`src/rtl/gb_mem_pkg.sv`:
```
// Shared memory-map constants and DMA state encoding for the OAM DMA path.
package gb_mem_pkg;

    localparam logic [15:0] DMA_REG_ADDR  = 16'hFF46;
    localparam logic [15:0] OAM_BASE      = 16'hFE00;
    localparam int unsigned OAM_LEN       = 160;
    localparam logic [7:0]  BLOCKED_RDATA = 8'hFF;

    typedef enum logic [1:0] {IDLE, RD, WR} dma_state_e;

endpackage

```
`src/rtl/oam_dma_engine.sv`:
```
// OAM DMA sequencer: alternates read-from-page / write-to-OAM for each byte.
module oam_dma_engine
    import gb_mem_pkg::*;
#(
    parameter int unsigned OAM_LEN = gb_mem_pkg::OAM_LEN,
    parameter logic [15:0] DMA_REG = DMA_REG_ADDR
) (
    input  logic        clock,
    input  logic        reset,
    input  logic [15:0] cpu_addr,
    input  logic [7:0]  cpu_wdata,
    input  logic        cpu_we,
    input  logic [7:0]  mem_rdata,
    output logic [7:0]  dma_src,
    output logic        dma_active,
    output logic [15:0] dma_addr,
    output logic [7:0]  dma_wdata,
    output logic        dma_we,
    output logic        dma_re
);

    dma_state_e state_q, state_d;
    logic [7:0] idx_q, idx_d;
    logic [7:0] byte_q, byte_d;
    logic [7:0] dma_src_q, dma_src_d;
    logic       start;

    assign start = cpu_we && (cpu_addr == DMA_REG);

    always_ff @(posedge clock) begin
        if (reset) begin
            state_q   <= IDLE;
            idx_q     <= 8'h00;
            byte_q    <= 8'h00;
            dma_src_q <= 8'h00;
        end else begin
            state_q   <= state_d;
            idx_q     <= idx_d;
            byte_q    <= byte_d;
            dma_src_q <= dma_src_d;
        end
    end

    always_comb begin
        state_d   = state_q;
        idx_d     = idx_q;
        byte_d    = byte_q;
        dma_src_d = dma_src_q;
        dma_addr  = 16'h0000;
        dma_wdata = 8'h00;
        dma_we    = 1'b0;
        dma_re    = 1'b0;

        unique case (state_q)
            RD: begin
                dma_addr = {dma_src_q, idx_q};
                dma_re   = 1'b1;
                byte_d   = mem_rdata;
                state_d  = WR;
            end
            WR: begin
                dma_addr  = OAM_BASE + {8'h00, idx_q};
                dma_wdata = byte_q;
                dma_we    = 1'b1;
                if (idx_q == 8'(OAM_LEN - 1)) begin
                    state_d = IDLE;
                end else begin
                    idx_d   = idx_q + 8'd1;
                    state_d = RD;
                end
            end
            default: ;
        endcase

        // A register write (re)starts the copy from byte 0, discarding any pending byte.
        if (start) begin
            dma_src_d = cpu_wdata;
            idx_d     = 8'h00;
            state_d   = RD;
        end
    end

    assign dma_src    = dma_src_q;
    assign dma_active = (state_q != IDLE);

endmodule

```
`src/rtl/oam_dma_arbiter.sv`:
```
// Shares the single memory port between CPU pass-through and the OAM DMA engine.
module oam_dma_arbiter
    import gb_mem_pkg::*;
#(
    parameter int unsigned OAM_LEN = gb_mem_pkg::OAM_LEN,
    parameter logic [15:0] DMA_REG = DMA_REG_ADDR
) (
    input  logic        clock,
    input  logic        reset,
    input  logic [15:0] cpu_addr,
    input  logic [7:0]  cpu_wdata,
    input  logic        cpu_we,
    input  logic        cpu_re,
    output logic [7:0]  cpu_rdata,
    output logic [15:0] mem_addr,
    output logic [7:0]  mem_wdata,
    output logic        mem_oe,
    output logic        mem_we,
    output logic        mem_re,
    input  logic [7:0]  mem_rdata,
    output logic        dma_active
);

    logic [7:0]  dma_src;
    logic [15:0] dma_addr;
    logic [7:0]  dma_wdata;
    logic        dma_we;
    logic        dma_re;
    logic        reg_hit;

    assign reg_hit = (cpu_addr == DMA_REG);

    oam_dma_engine #(
        .OAM_LEN (OAM_LEN),
        .DMA_REG (DMA_REG)
    ) u_engine (
        .clock      (clock),
        .reset      (reset),
        .cpu_addr   (cpu_addr),
        .cpu_wdata  (cpu_wdata),
        .cpu_we     (cpu_we),
        .mem_rdata  (mem_rdata),
        .dma_src    (dma_src),
        .dma_active (dma_active),
        .dma_addr   (dma_addr),
        .dma_wdata  (dma_wdata),
        .dma_we     (dma_we),
        .dma_re     (dma_re)
    );

    always_comb begin
        mem_addr  = cpu_addr;
        mem_wdata = cpu_wdata;
        mem_we    = 1'b0;
        mem_re    = 1'b0;
        mem_oe    = 1'b0;
        cpu_rdata = mem_rdata;

        if (dma_active) begin
            mem_addr  = dma_addr;
            mem_wdata = dma_wdata;
            mem_we    = dma_we;
            mem_re    = dma_re;
            mem_oe    = dma_we;
        end else if (!reg_hit) begin
            mem_we = cpu_we;
            mem_re = cpu_re;
            mem_oe = cpu_we;
        end

        // The DMA register is local; other CPU reads are blocked while a copy runs.
        if (reg_hit) begin
            cpu_rdata = dma_src;
        end else if (dma_active) begin
            cpu_rdata = BLOCKED_RDATA;
        end
    end

endmodule

```
`config.mk`:
```
export PLATFORM = sky130hd
export DESIGN_NAME = oam_dma_arbiter
export DESIGN_NICKNAME = d
export VERILOG_FILES = /design/src/rtl/gb_mem_pkg.sv /design/src/rtl/oam_dma_engine.sv /design/src/rtl/oam_dma_arbiter.sv
export SDC_FILE = /design/constraint.sdc
export NUM_CORES = 1
export LEC_CHECK = 0
export CORE_UTILIZATION = 42
export DETAILED_ROUTE_END_ITERATION = 8
export PLACE_DENSITY = 0.8
export SYNTH_ARGS = -nofsm -noshare
export SYNTH_HDL_FRONTEND = slang
export SYNTH_SLANG_ARGS = --single-unit
```
`constraint.sdc`:
```
create_clock -name clock -period 3.6 [get_ports clock]
set_input_delay 0.72 -clock clock [delete_from_list [all_inputs] [get_ports clock]]
set_output_delay 0.72 -clock clock [all_outputs]
set_load 0.01 [all_outputs]
```
# After elaboration in Yosys (flattened, before gate mapping)
# Cells that the tools add are included.
# Widths: inputs -> output; s select.
[totals] ff_bits=26 out_inout_bits=36
[op_classes] n_addsub=2 n_eq_ne=4 muxes=15 bitwise=1 reduce_logical=6
[op_table] cell="$mux 8" n=4
[op_table] cell="$pmux 16 s2" n=1
[op_table] cell="$eq 16x16->1 const B" n=1
[op_table] cell="$mux 16" n=1
[op_table] cell="$add 10x9->11 const A" n=1
[op_table] cell="$add 8x1->8 const B" n=1
[op_table] cell="$eq 8x8->1 const B" n=1
[op_table] cell="$mux 1" n=8
[op_table] cell="$pmux 2 s2" n=1
[op_table] cell="$reduce_bool 2->1" n=2
[op_table] cell="$reduce_bool 3->1" n=1
[op_table] cell="$eq 2x1->1 const B" n=1
[op_table] cell="$eq 2x2->1 const B" n=1
[op_table] cell="$reduce_and 2->1" n=1
[op_table] cell="$reduce_or 2->1" n=1
[op_table] cell="$logic_and 1x1->1" n=1
[op_table] cell="$not 1->1" n=1

# Depth between registers and ports, before layout
# Gate-level depths: netlist of the first run.
[depth] word_depth=4 mapped_depth=8 depth_no_buf=6

# By module
# A second synthesis of the first run with hierarchy kept.
[unflattened] cells_unflattened=221 hier_area_um2=1918.1
[by_module_without_submodules] module="oam_dma_engine" instances=1 cells_per_inst=158 area_per_inst_um2=1390.1 seq_area_each_um2=520.5
[by_module_without_submodules] module="oam_dma_arbiter" instances=1 cells_per_inst=63 area_per_inst_um2=528.0 seq_area_each_um2=0.0

# Worst setup path before layout of the first run
# No wires, ideal clock.
[synth_path] path_kind="input-to-output" startpoint="input cpu_addr[5]" endpoint="output mem_we" t_arrival_ps=2621 t_required_ps=2880 slack_ps=259 stages=8 path_cell_list="or4b_1 -> or4_1 -> buf_2 -> buf_6 -> clkbuf_1 -> nand3_1 -> o21ai_0 -> buf_4"
[synth_between] elab_chain_len=3
[synth_rtl] item="start: declaration" line_no="oam_dma_arbiter.sv:10" text="input logic [15:0] cpu_addr,"
[synth_rtl] item="$eq 16x16->1" line_no="oam_dma_arbiter.sv:31" text="assign reg_hit = (cpu_addr == DMA_REG);"
[synth_rtl] item="$mux 1 (2 in series)"
[synth_rtl] item="end: declaration" line_no="oam_dma_arbiter.sv:18" text="output logic mem_we,"
# No other way between the ends.

# Worst setup path after layout of the first run
[layout_path] startpoint="input cpu_addr[4]" endpoint="output cpu_rdata[5]"
[layout_between] elab_chain_len=2
[layout_rtl] item="$eq 16x16->1" line_no="oam_dma_arbiter.sv:31"
[layout_rtl] item="$mux 8" line_no="oam_dma_arbiter.sv:72" text="if (reg_hit) begin"
[layout_rtl] item="end: declaration" line_no="oam_dma_arbiter.sv:14" text="output logic [7:0] cpu_rdata,"
# No other way between the ends.

==> results.md, run 1 <==
- Status: completed
- Largest area contributor in the netlist: dfxtp_1
- Clock buffer depth: 2
- Overflow after GRT: 0
- Chip width: approximately 65 µm
- Post-layout power: ~1500 µW
- Total number of vias: ~1.8k
- Cell-internal power: around 900 µW
- Netlist cell types: 32
- Initial antenna violation count: 0
- Hold buffers post-CTS: 0
- Vias per Instance: between 5 and 6
- Max Fanout on Critical Path: 32
- Post-synthesis sequential area ratio: between 30% and 40%
- Starting Density: approximately 45%
- CTS clk-pin slew, worst paths: ~90 ps
- Worst setup path class: input pin to output pin
- Count leader, synth: nand2_1
- Area Growth Syn to Fin: 48.0%
- Die footprint: 0.00421 mm²
- Post-CTS Resized: 15
- FF+latch count, synth: 26
- Commonest cells post-synth: 31 x nand2_1, 30 x o21ai_0, 26 x dfxtp_1
- Post-Syn Area: 0.00166 mm²
- Fin nets: 340
- TNS Setup: 0 ps
- Final Slew Violations: 0
- Final Critical Period: roughly 3500 ps
- # diodes: 0
- TritonCTS clock tree: built
- Final Setup Violations: 0
- Max Cap Viol: 0
- IO buf count: about 70
- Comb pwr share: 60.9%
- Ys flop type: dfxtp_1
- Clock skew: roughly 2.1 ps
- Worst-Skew Late Latency: approximately 270 ps
- Max Freq: roughly 0.28 GHz
- Dominant cells by area after synthesis: dfxtp_1 31%, o21ai_0 9.0%, nand2_1 7.0%
- Slew HR: roughly 55%
- Clk sinks: 26
- PwrDens: between 600 and 700 mW/mm²
- Core area: 0.00372 mm²
- Row count: 22
- Die Y: 64.9 µm
- Hold depth: 2
- Period Utilization, post-route: 98.4%
- Drt first pass iters: 4
- Largest net degree at the start of global routing: 48
- Req. time, crit path: 2880 ps
- Root buf cell: clkbuf_8
- Top Usage Layer GRT: met2
- Cell Area, Placed: roughly 0.0024 mm²
- Finished Cell Area: approximately 0.0025 mm²
- Fin util: 66.2%
- Global-route usage over all layers: approximately 24%
- Register area: around 520 µm²
- P_sw: around 600 µW
- Multi-input combinational cell area: approximately 980 µm²
- GRT met1 Usage: between 20 and 30%
- Clock share of power: between 15 and 20%
- Met3 usage: under 10%
- Synth Instances: ~240
- Leakage: just under 0.001 µW
- Reg power frac: 22.9%
- Worst Path Arrival: 2820 ps
- Worst VDD drop: slightly below 0.4 mV
- Final HPWL DP: 3.64 mm
- Sw Ratio: ~39%
- Syn Area/Cell: about 7.0 µm²
- Worst setup SP type: input pin
- Share of post-route cells with drive strength above 1: approximately 5.4%
- First-pass GRT wire length: approximately 8 mm
- Detailed-route DRC error count: 0
- Filler Cell Count: around 340
- Worst Setup End Kind: output pin
- Vias in the first global route: 1669
- H-tree Lvls: 1
- Synth top area share: around 31%
- Worst Hold Class: register to register
- Syn_nets: roughly 280
- WL/cell: about 14 µm
- CTS Buf Count: 3
- DRT antenna net count: 0
- Depth of the most critical reg-to-reg path: 4
- EDFF count, synth: 0
- I/O Pins: 72
- Starting DRT DRC Count: 125
- Worst-Margin Slew: ~670 ps
- Final Hold Fails: 0
- GP Congestion: between 0.8 and 0.9
- YS warnings: 0
- Postcts setup bufs: 0
- Asr flop ratio synth: 0%
- Final WL: around 4.9 mm
- Met2 Track Usage GR: 44.0%
-- final timing paths --
path	startpoint	end	slack, ps
worst max-delay path	cpu_addr[4]	cpu_rdata[5]	60
worst max register to register	u_engine.idx_q[7]	u_engine.state_q[0]	1870
worst min register to register	u_engine.byte_q[1]	u_engine.byte_q[1]	500
worst min-delay path	u_engine.byte_q[1]	u_engine.byte_q[1]	500
-- registers in the layout (all words and copies together) (netlist names) --
| register | count |
|---|---|
| u_engine.state_q | 2 |
| u_engine.byte_q | 8 |
| u_engine.dma_src | 8 |
| u_engine.idx_q | 8 |
-- cell families (layout without fill, tap and decap cells) --
family,count (synthesis),count (layout),share of synthesized area [%]
AO/OA/AOI/OAI,70,70,24.7
XOR/XNOR,4,4,2.11
adder cells (fa/ha/maj),5,5,3.77
buffers and inverters,41,103,10.0
flip-flops,26,26,31.3
multiplexers,9,9,5.42
AND/OR/NAND/NOR,81,81,22.7
-- critical path, cell delays in order --
cell             delay, ps
clkdlybuf4s50_1        420
or4b_1                 500
or4_4                  540
buf_12                 180
nor2_2                 110
a31oi_1                 50
dlygate4sd2_1          300
-- cells in the final DEF (no fill, tap or decap), types with 5 or more instances in the layout --
| cell | count |
|---|---|
| o21ai_0 | 30 |
| a21oi_1 | 18 |
| dfxtp_1 | 26 |
| clkdlybuf4s50_1 | 60 |
| mux2i_1 | 9 |
| nand4_1 | 6 |
| nor2_1 | 24 |
| inv_1 | 24 |
| a22o_1 | 6 |
| clkdlybuf4s15_1 | 6 |
| nand2_1 | 31 |
| a31oi_1 | 8 |
| ha_1 | 5 |
| or3_1 | 8 |
-- per-stage QoR --
stage / hold WS, ps / cells / setup slack [ps]
finish: 505 / 346 / 55.9
global route: 533 / 346 / -8.36
CTS: 505 / 346 / 4.72
detailed placement: 485 / 342 / -266
global placement: 473 / 342 / -230
floorplan: 460 / 236 / 259
-- power groups by stage --
| stage | sequential [µW] | clock, µW | combinational [µW] |
|---|---|---|---|
| 3_3_place_gp | 346 | 0 | 931 |
| 3_5_place_dp | 348 | 0 | 945 |
| 2_1_floorplan | 342 | 0 | 504 |
| 5_1_grt | 346 | 260 | 1000 |
| 4_1_cts | 341 | 248 | 911 |
| 6_report | 341 | 243 | 909 |
-- area by class of cell --
class / instances / area share, %
inverter: 24 / 3.66
clock inverter: 1 / 1.22
multi-input combinational: 169 / 39.9
timing repair buffer: 75 / 29.9
tap: 48 / 2.44
sequential: 26 / 21.2
clock buffer: 3 / 1.68
-- layer usage --
metal	part of all wire (%)	vias to the layer above
li1	-	938
met1	44	811
met2	49	59
met3	5.7	2
met4	0.68	0
met5	0	-
No activity file was read; power rests on OpenSTA's default activity.
==> run 2: changes to the inputs <==
--- a/config.mk
+++ b/config.mk
@@ -5,9 +5,10 @@
 export SDC_FILE = /design/constraint.sdc
 export NUM_CORES = 1
 export LEC_CHECK = 0
-export CORE_UTILIZATION = 42
+export CORE_UTILIZATION = 43
 export DETAILED_ROUTE_END_ITERATION = 8
-export PLACE_DENSITY = 0.8
+export PLACE_DENSITY = 0.78
 export SYNTH_ARGS = -nofsm -noshare
 export SYNTH_HDL_FRONTEND = slang
+export SYNTH_HIERARCHICAL = 1
 export SYNTH_SLANG_ARGS = --single-unit
==> results.md, run 2 <==
- Status: completed
- CTS Buf Count: 3
- Vias in the first global route: ~1.7k
- Clock buffer depth: 2
- Worst setup startpoint: cpu_addr[4]
- Asr flop ratio synth: 0%
- Final WL: 5.20 mm
- Dominant cells by area after synthesis: dfxtp_1 27%, mux2_2 14%, mux2i_1 8.9%
- FF+latch count, synth: 26
- H-tree Lvls: 1
- Post-synthesis sequential area ratio: between 20% and 30%
- Root buf cell: clkbuf_8
- Worst Path Arrival: ~2500 ps
- Worst Setup End Kind: output pin
- Largest net degree at the start of global routing: 28
- Max Fanout on Critical Path: 6
- Flop2flop setup slack: approximately 1800 ps
- Depth of the most critical reg-to-reg path: 6
- Vias per Instance: 5.42
- Post-Synth Simple-Gate Area: about 28%
- Synth Area in Compound Gates: 10.6%
- Chip width: between 60 and 70 µm
- Final worst slack: 361 ps
- Clock skew: between 0.5 and 0.6 ps
- Worst VDD drop: 0.333 mV
- Critical Path Stages: 6
- Commonest non-fill, non-tap cell in the layout: clkdlybuf4s50_1
- Initial antenna violation count: 0
- DRT antenna net count: 0
- Crit path max-delay family: buffers and inverters
- Ys flop type: dfxtp_1
- Xor/xnor share of the synthesized area: under 10%
- IO buf count: just over 70
- Detailed-route DRC error count: 0
- Share of post-route cells with drive strength above 1: between 10% and 20%
- Main combinational cell family by area after synthesis: simple AND/OR/NAND/NOR gates
- Synth top area share: approximately 27%
- Worst Hold Class: register to register
- Starting DRT DRC Count: just over 90
- Final Setup Violations: 0
- Final HPWL DP: 3.96 mm
- Netlist cell types: 42
- Fin nets: around 330
- WL/cell: approximately 15 µm
- Clk sinks: 26
- Crit-path cells: clkdlybuf4s50_1 -> and4bb_1 -> nand4_1 -> buf_4 -> mux2i_1 -> clkdlybuf4s50_1
- Total number of vias: about 1.8k
- Largest area contributor in the netlist: dfxtp_1
- GP Congestion: roughly 0.9
- Max Cap Viol: 0
- Final Hold Fails: 0
- RSZ-0062 raised after global routing: no
- Area Growth Syn to Fin: 42.5%
- R2r startpoint: u_engine/state_q[0]
- YS warnings: 6
- Worst setup path class: input pin to output pin
- Post-CTS Resized: 0
- Overflow after GRT: 0
- Hold WS: just under 500 ps
- Worst-Margin Slew: ~570 ps
- Final Slew Violations: 0
- Req. time, crit path: around 2900 ps
- # diodes: 0
- TNS Setup: 0 ps
- EDFF count, synth: 0
- Syn Area/Cell: a little under 9 µm²
- TritonCTS clock tree: built
- Critical Path Sink: cpu_rdata[6]
- Count leader, synth: nor2_1
- CP max stage cell: clkdlybuf4s50_1
- Core area: 0.00414 mm²
- Final Critical Period: roughly 3200 ps
- Row count: 23
- Fin util: about two thirds
- Postcts setup bufs: 0
- PwrDens: ~580 mW/mm²
- Max stage delay on crit path: ~560 ps
- Die footprint: roughly 0.0047 mm²
- Drt first pass iters: 4
- Multiplexer share of the synthesized area: a little under a quarter
- Worst-Skew Late Latency: roughly 280 ps
- Global-route usage over all layers: about a quarter
- I/O Pins: 72
- Syn_nets: 261
- First-pass GRT wire length: ~8.3 mm
- Adder-Cell Fraction of Synth Area: about 2.6%
- CTS clk-pin slew, worst paths: ~90 ps
- Slew HR: about three fifths
- Leakage: 0.00105 µW
- Worst Path Buf+Inv: 3
- Post-Syn Area: between 0.0015 and 0.002 mm²
- Period Utilization, post-route: between 80% and 90%
- Worst setup SP type: input pin
- Die Y: approximately 69 µm
- Starting Density: between 40 and 50%
- Commonest cells post-synth: 34 x nor2_1, 26 x dfxtp_1, 24 x mux2_2
- Synth Instances: between 200 and 250
- DP Worst Slack: roughly 370 ps
- Max Freq: approximately 0.31 GHz
- Most frequent cells in the layout: 71 x clkdlybuf4s50_1, 34 x nor2_1, 26 x dfxtp_1
- Critical Path Most Common Cell: clkdlybuf4s50_1
- Critical R2R Capture: u_engine/idx_q[5]
- Hold buffers post-CTS: 0
[run 2: cell types whose count changed after synthesis, moves of 7 or more]
cell and delta:
nand3_1 +7, clkbuf_1 -8, or3_1 -7, a31oi_1 -7, o21ai_0 -22, inv_1 -12
nand2_1 -28, nor2_1 +9, a21oi_1 -9, mux2_2 +24, mux2i_1 +8, and2_1 +14
[run 2: worst min path at each step]
stage | startpoint | to | slack, ps | cells past startpoint
after floorplan | u_engine/byte_q[0] | u_engine/byte_q[0] | 450 | 2
after global placement | u_engine/byte_q[3] | u_engine/byte_q[3] | 470 | 2
after detailed placement | u_engine/byte_q[0] | u_engine/byte_q[0] | 480 | 2
after CTS | u_engine/dma_src[5] | u_engine/dma_src[5] | 490 | 2
after global routing | u_engine/dma_src[6] | u_engine/dma_src[6] | 520 | 2
final | u_engine/dma_src[5] | u_engine/dma_src[5] | 500 | 2
[run 2: area by class of cell]
class / instances / area, µm²
Tap cell: 50 / 62.6
Clock buffer: 3 / 41.3
Timing Repair Buffer: 79 / 771
Multi-Input combinational cell: 169 / 1260
Inverter: 12 / 45.0
Clock inverter: 1 / 30.0
Fill cell: 392 / 1410
Sequential cell: 26 / 520
[run 2: through the flow]
stage	std cells	area (µm²)	total power, µW
after floorplan	221	1920	891
after global placement	336	2660	1330
after detailed placement	336	2660	1330
after CTS	340	2730	1580
after global routing	340	2730	1670
final	340	2730	1570
[run 2: metal layers]
layer  track usage, %  vias up  wire length [µm]
li1                 -      916                 -
met1             32.3      859              2440
met2             39.2       62              2410
met3             4.11        7               300
met4             5.36        0                48
met5                0        -                 0
[run 2: worst register-to-register path: stages, from the launching register on]
cell,delay (ps)
dfxtp_1,320
inv_1,90
ha_1,500
and4_1,360
o2111ai_1,150
xor2_1,160
nor3_1,170
[run 2: kinds of logic after synthesis]
family	after synthesis
compound gates	28
simple gates	92
xor+xnor	4
flops	26
fa+ha+maj	4
mux	41
buf+inv	26
[run 2: report_power, final]
part,internal (µW),switching [µW]
clock,149,98.4
sequential,318,18.6
combinational,546,443
total,1010,560
